### config.mk
export PLATFORM = sky130hd
export DESIGN_NAME = if_fetch_queue
export DESIGN_NICKNAME = d
export VERILOG_FILES = /design/src/rtl/if_fetch_queue.sv
export SDC_FILE = /design/constraint.sdc
export NUM_CORES = 1
export LEC_CHECK = 0
export CAP_MARGIN = 0
export CORE_MARGIN = 2
export CORE_UTILIZATION = 49
export DETAILED_ROUTE_END_ITERATION = 16
export PLACE_DENSITY = 0.78
export SYNTH_ARGS = -nofsm -noshare
export SYNTH_HDL_FRONTEND = slang
export SYNTH_SLANG_ARGS = --single-unit
### constraint.sdc
create_clock -name clk -period 3.4 [get_ports clk]
set_input_delay 0.34 -clock clk [delete_from_list [all_inputs] [get_ports clk]]
set_output_delay 0.34 -clock clk [all_outputs]
set_load 0.02 [all_outputs]
### src/rtl/if_fetch_queue.sv
// if_fetch_queue: instruction-fetch front end.
// A fetch PC drives an asynchronous-read instruction memory. Fetched words are pushed into a
// DEPTH-entry queue, and decode pops them with a valid/ready handshake. Fetch keeps running
// while decode stalls, until the queue fills. A redirect flushes every queued wrong-path entry
// and restarts fetch at the target address.
// Optional feature macro: FETCH_BYPASS_EN. When it is defined, an empty queue forwards
// imem_data straight to the out_* ports in the same cycle.
module if_fetch_queue #(
    parameter int unsigned       ADDR_W   = 32,
    parameter int unsigned       DATA_W   = 32,
    parameter int unsigned       DEPTH    = 4,
    parameter logic [ADDR_W-1:0] RESET_PC = '0
) (
    input  logic                     clk,
    input  logic                     rst,
    output logic [ADDR_W-1:0]        imem_addr,
    input  logic [DATA_W-1:0]        imem_data,
    input  logic                     fetch_en,
    input  logic                     redirect,
    input  logic [ADDR_W-1:0]        redirect_pc,
    output logic                     out_valid,
    input  logic                     out_ready,
    output logic [DATA_W-1:0]        out_inst,
    output logic [ADDR_W-1:0]        out_pc4,
    output logic [$clog2(DEPTH):0]   count
);

    localparam int unsigned       PTR_W      = $clog2(DEPTH);
    localparam int unsigned       CNT_W      = PTR_W + 1;
    localparam logic [CNT_W-1:0]  FULL_CNT   = CNT_W'(DEPTH);
    localparam logic [ADDR_W-1:0] INST_BYTES = ADDR_W'(4);

    logic [ADDR_W-1:0] fetch_pc_q, fetch_pc_d;
    logic [PTR_W-1:0]  rd_ptr_q, rd_ptr_d;
    logic [PTR_W-1:0]  wr_ptr_q, wr_ptr_d;
    logic [CNT_W-1:0]  count_q, count_d;

    logic [DATA_W-1:0] inst_mem [DEPTH];
    logic [ADDR_W-1:0] pc4_mem  [DEPTH];

    logic [ADDR_W-1:0] fetch_pc4;
    logic              empty;
    logic              full;
    logic              bypass;
    logic              enq;
    logic              deq;
    logic              wr_en;
    logic              rd_en;

    // Target alignment drops the low two bits, so they are intentionally unused.
    logic unused_redirect_lsbs;
    assign unused_redirect_lsbs = ^redirect_pc[1:0];

    assign fetch_pc4 = fetch_pc_q + INST_BYTES;
    assign imem_addr = fetch_pc_q;
    assign count     = count_q;

    // Handshake decode: decide what is fetched, stored and consumed this cycle.
    always_comb begin
        empty = (count_q == '0);
        full  = (count_q == FULL_CNT);
`ifdef FETCH_BYPASS_EN
        bypass = empty & fetch_en & ~redirect;
`else
        bypass = 1'b0;
`endif
        out_valid = (~empty | bypass) & ~redirect;
        // When the queue is full, a same-cycle pop frees the slot that is being written.
        enq   = fetch_en & ~redirect & (~full | out_ready);
        deq   = out_valid & out_ready;
        // A bypassed word that is accepted at once never occupies a slot.
        wr_en = enq & ~(bypass & out_ready);
        rd_en = deq & ~bypass;
    end

    // Next-state for the fetch PC, the pointers and the occupancy; redirect wins over everything.
    always_comb begin
        fetch_pc_d = fetch_pc_q;
        rd_ptr_d   = rd_ptr_q;
        wr_ptr_d   = wr_ptr_q;
        count_d    = count_q;
        if (redirect) begin
            fetch_pc_d = {redirect_pc[ADDR_W-1:2], 2'b00};
            rd_ptr_d   = '0;
            wr_ptr_d   = '0;
            count_d    = '0;
        end else begin
            if (enq) begin
                fetch_pc_d = fetch_pc4;
            end
            if (wr_en) begin
                wr_ptr_d = wr_ptr_q + PTR_W'(1);
            end
            if (rd_en) begin
                rd_ptr_d = rd_ptr_q + PTR_W'(1);
            end
            count_d = count_q + CNT_W'(wr_en) - CNT_W'(rd_en);
        end
    end

    // Control state register with asynchronous active-low reset.
    always_ff @(posedge clk or negedge rst) begin
        if (!rst) begin
            fetch_pc_q <= RESET_PC;
            rd_ptr_q   <= '0;
            wr_ptr_q   <= '0;
            count_q    <= '0;
        end else begin
            fetch_pc_q <= fetch_pc_d;
            rd_ptr_q   <= rd_ptr_d;
            wr_ptr_q   <= wr_ptr_d;
            count_q    <= count_d;
        end
    end

    // Queue storage. Entries are not reset, because count gates every read of them.
    always_ff @(posedge clk) begin
        if (wr_en) begin
            inst_mem[wr_ptr_q] <= imem_data;
            pc4_mem[wr_ptr_q]  <= fetch_pc4;
        end
    end

    // Head presentation: the outputs are zeroed whenever no valid entry is offered.
    always_comb begin
        out_inst = '0;
        out_pc4  = '0;
        if (out_valid) begin
`ifdef FETCH_BYPASS_EN
            if (bypass) begin
                out_inst = imem_data;
                out_pc4  = fetch_pc4;
            end else begin
                out_inst = inst_mem[rd_ptr_q];
                out_pc4  = pc4_mem[rd_ptr_q];
            end
`else
            out_inst = inst_mem[rd_ptr_q];
            out_pc4  = pc4_mem[rd_ptr_q];
`endif
        end
    end

endmodule

==> qor.txt, run 1 <==
Input/output buffers - 162
Initial Util - 49.7%
PostCTS Resize Cnt - 0
Worst stage delay on the critical path - 740 ps
Clock period minus worst slack - 3190 ps
Clock Tree Root - clkbuf_16
Cell depth of the worst hold path - 3
Final wirelength - 24600 um
#FFs+latches synth - 285
I/O pin cnt - 169
Worst VDD drop - 0.353 mV
Max-slew violation count - 0
R2R depth - 4
Leading area contributor after synthesis - edfxtp_1
Crit Path Category - flip-flop to primary output
DRT antenna net count - 0
Clock Latency Late Sink - 530 ps
DRC viols - 0
Final HPWL DP - 14600 um
Worst Hold Class - input pin to flip-flop
Clock Pin Slew Worst Setup and Hold Paths - 60 ps
CP top delay family - buffers and inverters
Initial antenna violation count - 0
Place WS - 675 ps
Synth unique cells - 41
Worst-path cell chain - buf_4 > mux4_2 > and2_1 > clkdlybuf4s50_1
Synth Warn # - 0
Max-Cap Viols - 0
Via count of the first global-routing pass - 6851
RSZ-0062 raised after global routing - no
Post-synthesis sequential area ratio - 69.5%
Final hold violations - 0
Async S/R FF share, synth - 13.0%
Most frequent cells in the layout - edfxtp_1 (248), clkdlybuf4s50_1 (154), and2_1 (64)
Worst EP arrival - 2850 ps
Routability cong. - 0.784
Largest cells by area after synthesis - edfxtp_1 (62%), mux4_2 (12%), dfrtp_1 (7.7%)
Vias after detailed routing - 6765
Critical-path cell with the highest stage delay - dfrtp_4
CP startpoint kind - flip-flop
PwrDens - 621 nW/um^2
Commonest non-fill, non-tap cell in the layout - edfxtp_1
Grt ovf - 0
Share of layout cells above drive strength 1 - 15.2%
Mapped Area - 12000 um^2
Setup TNS - 0 ps
R2R Path End - pc4_mem[0][31]$_DFFE_PP_
Post-synth EDFFs - 248
Max clock buf depth - 3
Crit. End Element - primary output
CP Buf/Inv Count - 2
Post-CTS setup repair buffer count - 0
Worst r2r src - imem_addr[6]$_DFFE_PN0N_
CTS Buf Count - 28
Total track usage - 19.3%
Diode count - 0
Post-synth top area share - 61.8%
Status - finished, final reports clean
Most used DFF post-synth - edfxtp_1
Hold_sp - redirect_pc[9]
H-Tree Depth - 1
Die Y - 161 um
Critical path required time - 3060 ps
Worst-path fanout max - 23
Die area - 25900 um^2
Initial drt markers - 560
Clock skew - 8.89 ps
Largest net degree at the start of global routing - 64
Die Wd - 161 um
Row count - 57
Crit share post-route - 93.8%
1st-pass router iterations - 5
Fmax - 314 MHz
Fill cells - 1767
Sink Count - 285
Final WS setup - 211 ps
Core area - 24200 um^2
First-pass GRT wire length - 38600 um
Worst Hold End - imem_addr[9]$_DFFE_PN0N_
Via density - 5.53
Drt wl/cell - 20.1 um
Worst-Margin Slew - 1190 ps
Nets - 955
Area growth syn-to-layout - 23.7%
Setup violators final - 0
CTS tree - yes
Reg2Reg Setup Slack - 840 ps
Syn_area_per_cell - 16.8 um^2
Leak - 0.00492 uW
Slew headroom - 20.4%
CP startpoint - rd_ptr_q[0]$_DFFE_PN0P_
Mapped Cells - 715
==> report_power, final <==
| group | leakage [uW] | internal [uW] | total (uW) | switching (uW) |
|---|---|---|---|---|
| registers | 0.00268 | 4040 | 4230 | 188 |
| logic | 0.00179 | 1020 | 2020 | 1000 |
| clock network | 0.000448 | 1770 | 3000 | 1230 |
==> final cells by class <==
| type | instances | area, um^2 | share of cell area, % |
|---|---|---|---|
| Multi-Input combinational cell | 377 | 3440 | 23.1 |
| Clock inverter | 15 | 121 | 0.814 |
| Inverter | 11 | 41.3 | 0.277 |
| Timing Repair Buffer | 175 | 1740 | 11.7 |
| Sequential cell | 285 | 8380 | 56.2 |
| Clock buffer | 37 | 786 | 5.27 |
| Tap cell | 324 | 405 | 2.72 |
==> metrics by stage <==
step	total power [uW]	hold WS, ps	instance area, um^2	std cells	util [%]
after floorplan	5480	44.4	12100	718	-
after global placement	6320	512	14000	1171	57.7
after detailed placement	6360	514	14000	1171	57.7
after CTS	9360	335	14900	1224	61.5
after global routing	9630	354	14900	1224	61.5
final	9250	362	14900	1224	61.5
==> how the worst max path moves through the flow <==
| stage | to | slack [ps] | cells past startpoint |
|---|---|---|---|
| floorplan | inst_mem[0][0]$_DFFE_PP_ | 290 | 5 |
| global placement | out_pc4[11] | 700 | 4 |
| detailed placement | count[2]$_DFF_PN0_ | 680 | 12 |
| CTS | out_pc4[11] | 100 | 4 |
| global route | out_pc4[11] | 20 | 4 |
| finish | out_pc4[11] | 210 | 4 |
==> sequential cells by signal (all words and copies together), names as in the netlist <==
name	count
count	3
imem_addr	30
inst_mem	128
pc4_mem	120
rd_ptr_q	2
wr_ptr_q	2
==> Yosys cell counts (4+ instances only) <==
master,count
edfxtp_1,248
and4_1,5
inv_1,10
xor2_1,28
nand4_1,13
o31ai_1,17
a31oi_1,17
dfrtp_1,37
nor2_1,36
nor3_1,6
buf_4,6
xnor2_1,11
ha_1,7
nand3_1,17
clkbuf_1,25
and2_1,68
buf_2,13
mux4_2,62
and3_1,6
nand2_1,26
or4_1,20
o21ai_1,10
o211ai_1,4
==> kinds of logic after synthesis <==
logic type,count (synthesis),synth area share (%)
flops,285,69.5
fa+ha+maj,8,0.893
other cells,1,0.0311
xor+xnor,39,2.84
compound gates,53,2.93
mux,64,11.8
buf+inv,56,2.13
simple gates,209,9.91
==> metal layers <==
metal	up-vias	routed length (um)	track usage, %
met5	-	0	0
met4	0	268	3.41
met3	17	1620	3.23
met2	223	12200	32.0
met1	3413	10500	27.6
li1	3112	-	-
==> repair_timing <==
item / 4_1_cts / 5_1_grt
hold buffers: 1 / 0
endpoints found under the setup margin: 0 / 0
hold endpoints to repair: 37 / 0
==> worst reg2reg max path, cell delays in order, from the launching register on <==
cell     delay (ps)
dfrtp_1         530
and4_1          510
nand4_2         530
nor3_1          400
xor2_1          380
Note: power is estimated with default switching activity, not from simulation.
==> run 2: changes to the inputs <==
ABC_AREA = 1   (was default)
==> qor.txt, run 2 <==
Status - finished, final reports clean
CTS Buf Count - 28
Initial Util - 49.5%
Synth unique cells - 30
Worst Hold Class - input pin to async pin
Die Wd - 163 um
Top-count cell post-synth - nor2_1
Initial drt markers - 652
Critical path required time - 3060 ps
CTS Hold Buffers Added - 0
Initial antenna violation count - 0
Post-CTS setup repair buffer count - 0
Clock skew - 13.1 ps
RSZ-0062 raised after global routing - no
DRT antenna net count - 0
Worst stage delay on the critical path - 680 ps
Die Y - 163 um
Final hold violations - 0
Synth Warn # - 0
Row count - 58
Setup violators final - 0
R2R depth - 11
Largest cells by area after synthesis - edfxtp_1 (60%), nor2_1 (8.7%), dfrtp_1 (7.5%)
Total track usage - 21.2%
Die area - 26400 um^2
Clock Latency Late Sink - 530 ps
Post-synth top area share - 60.5%
Vias after detailed routing - 8686
Largest net degree at the start of global routing - 126
CTS tree - yes
Clock period minus worst slack - 3210 ps
Worst-path cell chain - inv_2 > buf_4 > nor2_1 > o21ai_0 > a21oi_1 > clkdlybuf4s50_1
Fmax - 311 MHz
Mapped Area - 12300 um^2
Syn_area_per_cell - 10.7 um^2
Clock Pin Slew Worst Setup and Hold Paths - 60 ps
Final WS setup - 187 ps
Drt wl/cell - 16.8 um
Most used DFF post-synth - edfxtp_1
Biggest register - inst_mem
Routability cong. - 0.866
Area growth syn-to-layout - 24.0%
Worst VDD drop - 0.370 mV
Hold Slack - 349 ps
Crit share post-route - 94.5%
H-Tree Depth - 1
Diode count - 0
Max-Cap Viols - 0
Max-slew violation count - 0
Worst-Margin Slew - 983 ps
Sink Count - 285
Post-synthesis sequential area ratio - 68.0%
Via count of the first global-routing pass - 8610
Most frequent cells in the layout - nor2_1 (282), edfxtp_1 (248), nand2_1 (177)
Input/output buffers - 162
Post-synth EDFFs - 248
Slew headroom - 34.3%
Crit. End Element - primary output
First-pass GRT wire length - 43700 um
DRC viols - 0
Share of layout cells above drive strength 1 - 7.57%
Critical-path cell with the highest stage delay - clkdlybuf4s50_1
Place WS - 438 ps
Post-synth top cells - nor2_1 (286), edfxtp_1 (248), nand2_1 (177)
Max FFs per register - 128
Mapped Cells - 1155
PwrDens - 644 nW/um^2
Final HPWL DP - 17500 um
Core area - 24900 um^2
Grt ovf - 0
Max clock buf depth - 3
Clock Tree Root - clkbuf_16
Leak - 0.00560 uW
CP startpoint kind - flip-flop
Commonest non-fill, non-tap cell in the layout - nor2_1
Worst-path fanout max - 24
Worst EP arrival - 2870 ps
I/O pin cnt - 169
Via density - 5.22
Setup TNS - 0 ps
#FFs+latches synth - 285
Leading area contributor after synthesis - edfxtp_1
Crit Path Category - flip-flop to primary output
Nets - 1390
1st-pass router iterations - 5
Async S/R FF share, synth - 13.0%
Final wirelength - 27900 um
run 2: changes by cell type in the layout (fill, tap and decap cells not counted), moves of 20 or more:
cell     before  now
inv_1        10   57
and2_1       64    5
mux4_2       62    0
a21oi_1       0   63
o21ai_0       1  142
or4_1        20    0
nand2_1      26  177
nor2_1       36  282
xor2_1       28    7
run 2: cell families (layout without fill, tap and decap cells):
group	after synthesis	in the layout	synth area share (%)
AO/OA/AOI/OAI	211	211	8.68
XOR/XNOR	17	17	1.51
adder cells (fa/ha/maj)	8	8	0.874
buffers and inverters	122	298	4.14
flip-flops	285	285	68.0
other	1	4	0.0305
AND/OR/NAND/NOR	511	511	16.8
run 2: critical path, delay by kind of cell (launching register included):
| kind | cells | cell delay [ps] |
|---|---|---|
| AOI/OAI and AO/OA | 2 | 400 |
| buffers and inverters | 3 | 1210 |
| DFF | 1 | 590 |
| and+or+nand+nor | 1 | 130 |
run 2: routing by layer:
metal  vias up  track usage (%)  wire length (um)
li1       4189                -                 -
met1      4155             28.2             11700
met2       306             36.7             13600
met3        36             2.95              2030
met4         0             5.75               473
met5         -                0                 0
run 2: path summary, 6_finish.rpt:
kind	from	end	slack (ps)
max in group asynchronous	rst	imem_addr[3]$_DFFE_PN0N_	2190
worst max register to register	count[1]$_DFF_PN0_	count[2]$_DFF_PN0_	670
worst min-delay path	rst	imem_addr[22]$_DFFE_PN0N_	350
min in group clk	redirect_pc[4]	imem_addr[4]$_DFFE_PN0N_	380
worst max-delay path	rd_ptr_q[1]$_DFFE_PN0P_	out_pc4[18]	190
worst min register to register	imem_addr[7]$_DFFE_PN0N_	imem_addr[7]$_DFFE_PN0N_	600
run 2: final cells by class:
cell class / instances / area (um^2)
well taps: 330 / 413
clock inverters: 20 / 173
multi-input cells: 751 / 3480
flip-flops and latches: 285 / 8380
fillers: 1869 / 9620
clock buffers: 31 / 733
inverters: 63 / 239
repair buffers: 184 / 1850
run 2: per-stage QoR:
step / std cells / utilization (%) / total power, uW / instance area, um^2
finish: 1664 / 61.3 / 9830 / 15300
CTS: 1664 / 61.3 / 9890 / 15300
global route: 1664 / 61.3 / 10300 / 15300
floorplan: 1158 / - / 5800 / 12300
detailed placement: 1613 / 57.7 / 6890 / 14400
global placement: 1613 / 57.7 / 6820 / 14400
run 2: what timing repair did:
action                     CTS  global route
gates resized for setup      0             1
setup endpoints to repair    0             5
hold endpoints to repair     0             0
run 2: report_power, final:
part | internal (uW) | switching [uW]
registers | 4090 | 153
logic | 950 | 1620
clock network | 1770 | 1240
==> run 3: changes to the inputs <==
--- a/config.mk
+++ b/config.mk
@@ -11,5 +11,7 @@
 export CORE_UTILIZATION = 49
 export DETAILED_ROUTE_END_ITERATION = 16
+export HOLD_SLACK_MARGIN = 0.1
 export PLACE_DENSITY = 0.78
+export SLEW_MARGIN = 25
 export SYNTH_ARGS = -nofsm -noshare
 export SYNTH_HDL_FRONTEND = slang
==> constraint.sdc (replaced) <==
create_clock -name clk -period 3.4 [get_ports clk]
set_input_delay 0.51 -clock clk [delete_from_list [all_inputs] [get_ports clk]]
set_output_delay 0.51 -clock clk [all_outputs]
set_load 0.02 [all_outputs]
==> qor.txt, run 3 (same netlist as run 2, synthesis figures left out) <==
Register Area - 8380 um^2
Largest net degree at the start of global routing - 81
Clock period minus worst slack - 3180 ps
CTS Hold Buffers Added - 0
Clock skew - 16.9 ps
Input/output buffers - 162
Switching Share - 30.6%
Drt wl/cell - 16.7 um
R2R Path End - count[2]$_DFF_PN0_
Grt ovf - 0
Total track usage - 20.9%
Die Wd - 163 um
Worst r2r src - count[1]$_DFF_PN0_
Clock Tree Root - clkbuf_16
Area growth syn-to-layout - 23.8%
Die area - 26400 um^2
DRT antenna net count - 0
Vias after detailed routing - 8693
Worst VDD drop - 0.294 mV
CTS tree - yes
RSZ-0062 raised after global routing - no
Initial Util - 49.5%
Initial antenna violation count - 0
Final Util - 61.2%
Final hold violations - 0
Met2 Usage GRT - 35.5%
Post-CTS setup repair buffer count - 0
Internal power - 6790 uW
Clock Latency Late Sink - 530 ps
Critical path required time - 2890 ps
Biggest register - inst_mem
Diode count - 0
Fmax - 315 MHz
Worst EP arrival - 2670 ps
Max clock buf depth - 3
First-pass GRT wire length - 43300 um
Sequential power share - 43.4%
Leak - 0.00558 uW
H-Tree Depth - 1
Psw - 3000 uW
Row count - 58
PwrDens - 642 nW/um^2
Worst-path fanout max - 63
Most frequent cells in the layout - nor2_1 (282), edfxtp_1 (248), nand2_1 (177)
PostCTS Resize Cnt - 0
Initial drt markers - 751
Final HPWL DP - 16600 um
Share of layout cells above drive strength 1 - 7.21%
Max-slew violation count - 0
Clk pwr share - 30.4%
M3 GR Usage - 2.95%
Sink Count - 285
DRC viols - 0
Setup violators final - 0
Via density - 5.23
Final wirelength - 27800 um
1st-pass router iterations - 5
Reg2Reg Setup Slack - 890 ps
Hold Slack - 522 ps
Crit Path Category - flip-flop to primary output
Fill cells - 1910
Core area - 24900 um^2
I/O pin cnt - 169
Slew headroom - 34.9%
Max FFs per register - 128
Max-Cap Viols - 0
Crit. End Element - primary output
R2R depth - 12
Die Y - 163 um
Commonest non-fill, non-tap cell in the layout - nor2_1
Combinational share of power - 26.2%
Nets - 1386
Routability cong. - 0.876
CTS Buf Count - 28
Via count of the first global-routing pass - 8589
Worst Hold Class - input pin to async pin
Most crowded layer after global routing - met2
Area taken by multi-input logic gates - 3480 um^2
Status - finished, final reports clean
Met1 Usage GRT - 28.5%
Worst-Margin Slew - 973 ps
Crit share post-route - 93.5%
CP startpoint kind - flip-flop
Clock Pin Slew Worst Setup and Hold Paths - 70 ps
==> run 3: cell types whose count changed in the layout (fill, tap and decap cells not counted), moves of 2 or more <==
cell      delta
clkinv_1     -2
clkbuf_1     +4
clkbuf_8     +2
buf_4        -6
==> run 3: layout make-up <==
| type | count | area share (%) |
|---|---|---|
| multi-input combinational | 751 | 22.8 |
| sequential | 285 | 55.0 |
| clock inverter | 15 | 0.804 |
| timing repair buffer | 180 | 12.1 |
| clock buffer | 37 | 5.09 |
| tap | 330 | 2.71 |
| inverter | 63 | 1.57 |
==> run 3: metal layers <==
layer | vias to the layer above | part of all wire, %
li1 | 4199 | -
met1 | 4150 | 43
met2 | 305 | 48
met3 | 39 | 6.5
met4 | 0 | 1.8
met5 | - | 0
==> run 3: power by group through the flow <==
stage / Combinational, uW / Clock (uW) / Sequential [uW]
3_5_place_dp: 2560 / 0 / 4320
3_3_place_gp: 2510 / 0 / 4310
5_1_grt: 2810 / 3160 / 4280
2_1_floorplan: 1440 / 0 / 4360
4_1_cts: 2570 / 3010 / 4250
6_report: 2560 / 2970 / 4250
==> run 3: critical path: stages, from the launching register on <==
cell and delay [ps]:
dfrtp_2 410, buf_4 380, nor2_1 210, o21ai_0 130, a21oi_1 330, clkdlybuf4s50_1 670
==> run 3: worst max-delay path by stage <==
stage	from	end	cells past startpoint
floorplan	redirect	inst_mem[0][0]$_DFFE_PP_	4
global placement	redirect	count[2]$_DFF_PN0_	11
detailed placement	redirect	count[2]$_DFF_PN0_	11
CTS	rd_ptr_q[0]$_DFFE_PN0P_	out_inst[1]	5
global route	rd_ptr_q[0]$_DFFE_PN0P_	out_pc4[30]	6
finish	rd_ptr_q[1]$_DFFE_PN0P_	out_pc4[17]	5
==> run 3: metrics by stage <==
step / setup slack [ps] / TNS [ps] / total power (uW) / instances / cell area, um^2
after global routing: 44.2 / 0 / 10200 / 1661 / 15200
after global placement: 371 / 0 / 6830 / 1609 / 14300
after detailed placement: 350 / 0 / 6880 / 1609 / 14300
after CTS: 174 / 0 / 9840 / 1661 / 15200
final: 222 / 0 / 9790 / 1661 / 15200
after floorplan: -548 / -135810 / 5800 / 1158 / 12300
